$ cat src/rtl/regfile_sb.sv
// regfile_sb: parametrised register file with two combinational read ports,
// one byte-enabled write port and a per-register busy scoreboard.
// Register 0 is hardwired to zero and is never busy. All state updates on
// the falling edge of clk. reset is asynchronous and active-low.
// Optional feature: define REGFILE_BYPASS_EN to forward the in-flight
// write-back onto the read ports in the same cycle.
module regfile_sb #(
    parameter int DATA_W   = 32,
    parameter int NUM_REGS = 32,
    parameter int ADDR_W   = 5
) (
    input  logic                clk,
    input  logic                reset,
    input  logic [ADDR_W-1:0]   rd_addr1,
    input  logic [ADDR_W-1:0]   rd_addr2,
    output logic [DATA_W-1:0]   rd_data1,
    output logic [DATA_W-1:0]   rd_data2,
    output logic                rd_busy1,
    output logic                rd_busy2,
    input  logic                wr_en,
    input  logic [ADDR_W-1:0]   wr_addr,
    input  logic [DATA_W-1:0]   wr_data,
    input  logic [DATA_W/8-1:0] wr_be,
    input  logic                sb_set,
    input  logic [ADDR_W-1:0]   sb_addr,
    output logic                sb_ok
);

    localparam int NB = DATA_W / 8;

    logic [DATA_W-1:0]   regs [NUM_REGS];
    logic [NUM_REGS-1:0] busy;
    logic [NUM_REGS-1:0] set_vec;
    logic [NUM_REGS-1:0] clr_vec;
    logic                wr_live;

    assign wr_live = wr_en && (wr_addr != '0);

    // Issue acceptance: free, register 0, or the current producer retiring now.
    always_comb begin
        sb_ok = (sb_addr == '0) || !busy[sb_addr] || (wr_en && (wr_addr == sb_addr));
    end

    // Per-register set/clear decode for the scoreboard; register 0 never changes.
    always_comb begin
        // NOTE: every always_comb output gets a default first so no latch is inferred.
        set_vec = '0;
        clr_vec = '0;
        for (int r = 1; r < NUM_REGS; r++) begin
            set_vec[r] = sb_set && sb_ok && (sb_addr == ADDR_W'(r));
            clr_vec[r] = wr_en && (wr_addr == ADDR_W'(r));
        end
    end

    // Data storage: byte-lane merge of the write-back on the falling edge.
    always_ff @(negedge clk or negedge reset) begin
        if (!reset) begin
            // NOTE: the array is reset on purpose -- reset must zero every
            // architectural register, so this cannot map to a plain RAM macro.
            for (int r = 0; r < NUM_REGS; r++) begin
                regs[r] <= '0;
            end
        end else if (wr_live) begin
            // NOTE: sequential state uses non-blocking assignment only.
            for (int k = 0; k < NB; k++) begin
                if (wr_be[k]) begin
                    regs[wr_addr][k*8 +: 8] <= wr_data[k*8 +: 8];
                end
            end
        end
    end

    // Busy bits: a new issue wins over the retiring write-back on the same register.
    always_ff @(negedge clk or negedge reset) begin
        if (!reset) begin
            busy <= '0;
        end else begin
            for (int r = 0; r < NUM_REGS; r++) begin
                if (set_vec[r]) begin
                    busy[r] <= 1'b1;
                end else if (clr_vec[r]) begin
                    busy[r] <= 1'b0;
                end
            end
        end
    end

`ifdef REGFILE_BYPASS_EN
    logic [DATA_W-1:0] wr_merged;

    // Merged write-back value: enabled lanes from wr_data, the rest from storage.
    always_comb begin
        wr_merged = regs[wr_addr];
        for (int k = 0; k < NB; k++) begin
            if (wr_be[k]) begin
                wr_merged[k*8 +: 8] = wr_data[k*8 +: 8];
            end
        end
    end

    // Read ports with same-cycle forwarding of the write-back (suppressed in reset).
    always_comb begin
        rd_data1 = (rd_addr1 == '0) ? '0 : regs[rd_addr1];
        rd_data2 = (rd_addr2 == '0) ? '0 : regs[rd_addr2];
        rd_busy1 = busy[rd_addr1];
        rd_busy2 = busy[rd_addr2];
        if (reset && wr_live && (rd_addr1 == wr_addr)) begin
            rd_data1 = wr_merged;
            rd_busy1 = sb_set && sb_ok && (sb_addr == rd_addr1);
        end
        if (reset && wr_live && (rd_addr2 == wr_addr)) begin
            rd_data2 = wr_merged;
            rd_busy2 = sb_set && sb_ok && (sb_addr == rd_addr2);
        end
    end
`else
    // Read ports show stored state only.
    always_comb begin
        rd_data1 = (rd_addr1 == '0) ? '0 : regs[rd_addr1];
        rd_data2 = (rd_addr2 == '0) ? '0 : regs[rd_addr2];
        rd_busy1 = busy[rd_addr1];
        rd_busy2 = busy[rd_addr2];
    end
`endif

endmodule

$ cat config.mk
export PLATFORM = sky130hd
export DESIGN_NAME = regfile_sb
export DESIGN_NICKNAME = d
export VERILOG_FILES = /design/src/rtl/regfile_sb.sv
export SDC_FILE = /design/constraint.sdc
export NUM_CORES = 2
export LEC_CHECK = 0
export BUFFER_PORTS_ARGS = -buffer_cell sky130_fd_sc_hd__buf_2
export CAP_MARGIN = 20
export CELL_PAD_IN_SITES_DETAIL_PLACEMENT = 0
export CELL_PAD_IN_SITES_GLOBAL_PLACEMENT = 2
export CORE_MARGIN = 2
export CORE_UTILIZATION = 40
export DETAILED_ROUTE_END_ITERATION = 10
export PLACE_DENSITY_LB_ADDON = 0.2
export SYNTH_ARGS = -nofsm -noshare
export SYNTH_HDL_FRONTEND = slang
export SYNTH_SLANG_ARGS = --single-unit
$ cat constraint.sdc
create_clock -name clk -period 1.7 [get_ports clk]
set_input_delay 0.085 -clock clk [delete_from_list [all_inputs] [get_ports clk]]
set_output_delay 0.085 -clock clk [all_outputs]
set_load 0.05 [all_outputs]
# ---- Yosys cells after proc, flatten, opt, wreduce, memory -nomap -nowiden
# Index checks and enable logic that the tools add are counted.
dict set report word_totals {
  word_cells 335
  out_inout_bits 67
  register_bits 1055
  input_bits 60
}
dict set report op_classes {
  reduce_logical 104
  n_bitwise 3
  n_lt_le_gt_ge 7
  eq_ne 63
  muxes 95
}
# op n
set ops {}
lappend ops {{2-to-1 mux 1024 bit} 7}
lappend ops {{bitwise mux 1024 bit} 4}
lappend ops {{demux 32 bit (select 5 bit)} 4}
lappend ops {{binary-select mux 32 bit (select 5 bit)} 2}
lappend ops {{2-to-1 mux 32 bit} 7}
lappend ops {{equality test 5 bit, second input constant} 32}
lappend ops {{equality test 5 x 4 -> 1 bit, second input constant} 16}
lappend ops {{logical AND 1 bit} 66}
lappend ops {{2-to-1 mux 1 bit} 65}
lappend ops {{nonzero test 2 bit} 31}
lappend ops {{equality test 5 x 3 -> 1 bit, second input constant} 8}
lappend ops {{2-to-1 mux 24 bit} 1}
lappend ops {{equality test 5 x 2 -> 1 bit, second input constant} 4}
lappend ops {{greater-or-equal comparator 6 bit, second input constant} 3}
lappend ops {{< comparator 5 x 6 -> 1 bit, second input constant} 3}
lappend ops {{inverter 5 -> 6 bit} 3}
lappend ops {{2-to-1 mux 16 bit} 1}
lappend ops {{binary-select mux 1 bit (select 5 bit)} 3}
lappend ops {{zero test 5 bit} 3}
lappend ops {{equality test 5 x 1 -> 1 bit, second input constant} 2}
lappend ops {{2-to-1 mux 8 bit} 1}
lappend ops {{< comparator 6 x 1 -> 1 bit, second input constant} 1}
lappend ops {{equality test 5 bit} 1}
lappend ops {{nonzero test 5 bit} 1}
lappend ops {{2 further kinds} 3}

# ---- Logic depth before layout (Yosys ltp)
dict set report depth {
  word_depth 16
  ltp_mapped 9
  mapped_depth_nobuf 5
}

==> run metrics <==
vias in the first global route about 41000; gp weighted congestion 0.855; Avg Synthesized Cell Area around 16 um2; Crit. End Element output port; power density cells roughly 1000 nW/um2; Sink Count 1055; first-pass GRT wire length ~280000 um; DP Area between 60000 and 70000 um2; reg-to-reg critical path startpoint busy[11]; CTS tree done; failing checks negative setup slack; pin count of the biggest net entering global routing 104; total power about 0.078 W; Setup CP Type reg2out; global route total overflow 0; IO Count 127; crit-path max cell delay 0.59 ns; Post-Syn Instances between 3000 and 4000; post-route setup slack -1.80 ns; Post-Syn Area about 57000 um2; Seq/Total Area, Yosys 0.465; number of synthesized flops with an enable pin 0; worst-path fanout max 3; Yosys top cell area share 0.465; drt pass-1 iters 5; Post-Synth Simple-Gate Area 0.0254; Via density around 6; Worst Path Arrival approximately 3.4 ns; share of layout cells above drive strength 1 0.677; DR DRC count 0; fin util 0.530; Synth Net Count 3646; CTS Buf Count 130; Yosys Warn Count 0; CTS H-tree depth 4; via count 37200; die area 145000 um2; mux cell area share after synthesis 0.459; main combinational cell family by area after synthesis multiplexers; post-synth top area cell dfrtn_1; worst-case clock skew between 0.01 and 0.015 ns; Critical Path RT ~1.6 ns; Slew Viols, Final 0; Synth cell types 44; Root Buffer clkbuf_16; ANT nets after route 0; Wirelength per Cell 29.8 um; CP max-delay cell mux4_2; most frequent CP cell mux4_2; Final Hold Violating Endpoints 0; ys async rst share 1.00; VDD IR-drop max 0.000846 V; Yosys reg bits about 1100; Worst Setup SP regs[283]; Core Region 141000 um2; Die X-Extent approximately 380 um; status complete, but fails checks; clk_lat worst skew approximately 0.70 ns; routed wire length around 190000 um; CTS clk-pin slew, worst paths 0.04 ns; DIE HEIGHT 381 um; number of port buffers roughly 130; Nets 4303; DRT iter0 DRCs between 2000 and 3000; initial antenna violation count 13; CTS max path bufs 3; hold crit path type in2async; post-synthesis compound-gate area fraction 0.0225; slew at the pin closest to its max-slew limit ~0.98 ns; post-synthesis xor/xnor area fraction 0.000772; gr usage total 0.258; CP cell instances mux4_2 -> mux4_2 -> a21o_4 -> buf_12; synthesis-to-finish area growth 31.8%; top post-synthesis cells by area dfrtn_1, mux4_2, mux2_2; count of final setup violators approximately 1100; row cnt between 100 and 150; Post-DP HPWL between 100000 and 150000 um; fraction of the mapped netlist area in adder cells 0; Rel. slew slack 0.347; hold_buf cts 0; Initial Util 0.402; # Max-Cap Violations 0; RSZ-0062 raised after global routing true; crit path launch type flop; Synth Flop Type dfrtn_1; leakage power figure 32.9 nW; Finished Cell Area roughly 75000 um2
[flip-flops by register name, indices dropped and copies added, names as in the netlist]
signal and flops:
busy 31, regs 1024
[critical path: cells and delay by family, from the launching register on]
family                 cells  cell delay (ns)
buffers and inverters      1             0.14
DFF                        1             0.35
AOI/OAI and AO/OA          1             0.26
muxes                      2             1.11
[metrics by stage]
step / TNS [ns] / hold slack [ns] / instances / setup WS, ns
finish: -278.14 / 0.192 / 6240 / -1.80
global placement: -1082.28 / 0.336 / 5928 / -1.18
global route: -291.41 / 0.200 / 6238 / -1.86
detailed placement: -1097.57 / 0.343 / 5928 / -1.20
CTS: -258.00 / 0.192 / 6201 / -1.84
floorplan: -719.22 / 0.402 / 3586 / -0.960
[routing by layer]
| layer | part of all wire | vias to the layer above | track usage | routed length [um] |
|---|---|---|---|---|
| met5 | 0.00016 | - | 0 | 30 |
| met4 | 0.032 | 6 | 0.0873 | 5860 |
| met3 | 0.056 | 314 | 0.0449 | 10500 |
| met2 | 0.49 | 1208 | 0.418 | 90900 |
| met1 | 0.42 | 20400 | 0.352 | 78700 |
| li1 | - | 15300 | - | - |
[timing repair]
item	4_1_cts	5_1_grt
setup endpoints to repair	1082	1083
buffers inserted	36	46
pin swaps	35	40
cloned	4	0
gates resized for setup	244	125
[area by class of cell]
type                       count  area (um2)
clock buffer                 186        3840
tap                         1890        2360
clock inverter                49         691
timing repair buffer         863       10300
inverter                       3        11.3
fill                       11300       66300
sequential                  1055       26400
antenna                        4        10.0
multi-input combinational   2190       31200
[Yosys cell counts (6+ instances only)]
cell / number
mux2_2: 997
o21ai_0: 52
nand2b_1: 11
buf_1: 54
buf_4: 36
buf_2: 77
nor2_1: 29
clkbuf_1: 170
nor2b_1: 11
nand3_1: 24
nand2_1: 56
o22ai_1: 66
dfrtn_1: 1055
a21o_1: 64
and2_1: 6
mux2i_1: 128
nor2_2: 90
mux4_2: 599
[worst paths after layout]
kind / slack [ns] / end / cells after the start
max reg2reg: -0.16 / busy[10] / 7
min in group clk: 0.34 / regs[999] / 0
min: 0.19 / regs[986] / 2
max in group asynchronous: 0.89 / regs[96] / 3
min reg2reg: 0.34 / regs[999] / 0
max: -1.80 / rd_data2[27] / 4
[report_power, final]
group | internal (W) | total [W] | switching [W] | leakage (nW)
combinational | 0.0100 | 0.0172 | 0.00721 | 16.6
clock | 0.0179 | 0.0294 | 0.0115 | 2.23
sequential | 0.0288 | 0.0313 | 0.00251 | 14.0
[kinds of logic after synthesis]
logic type | Yosys count
multiplexers | 1728
flip-flops | 1055
buffers and inverters | 341
AND/OR/NAND/NOR | 260
AO/OA/AOI/OAI | 197
XOR/XNOR | 5
[placed cells by master (no fill, tap or decap), types with 14 or more instances in the layout]
cell,n
mux2_2,753
buf_4,455
o22ai_1,57
a21o_4,64
mux4_2,599
dfrtn_1,1055
nor2_1,19
mux2_4,248
nor2_2,43
buf_12,276
buf_2,43
bufinv_16,14
nand3_1,14
clkbuf_16,135
nor2_4,60
nand2_1,30
o21ai_0,40
buf_6,71
clkinv_2,21
clkbuf_8,29
mux2i_1,114
clkbuf_1,24
No activity file was read; power rests on OpenSTA's default activity.
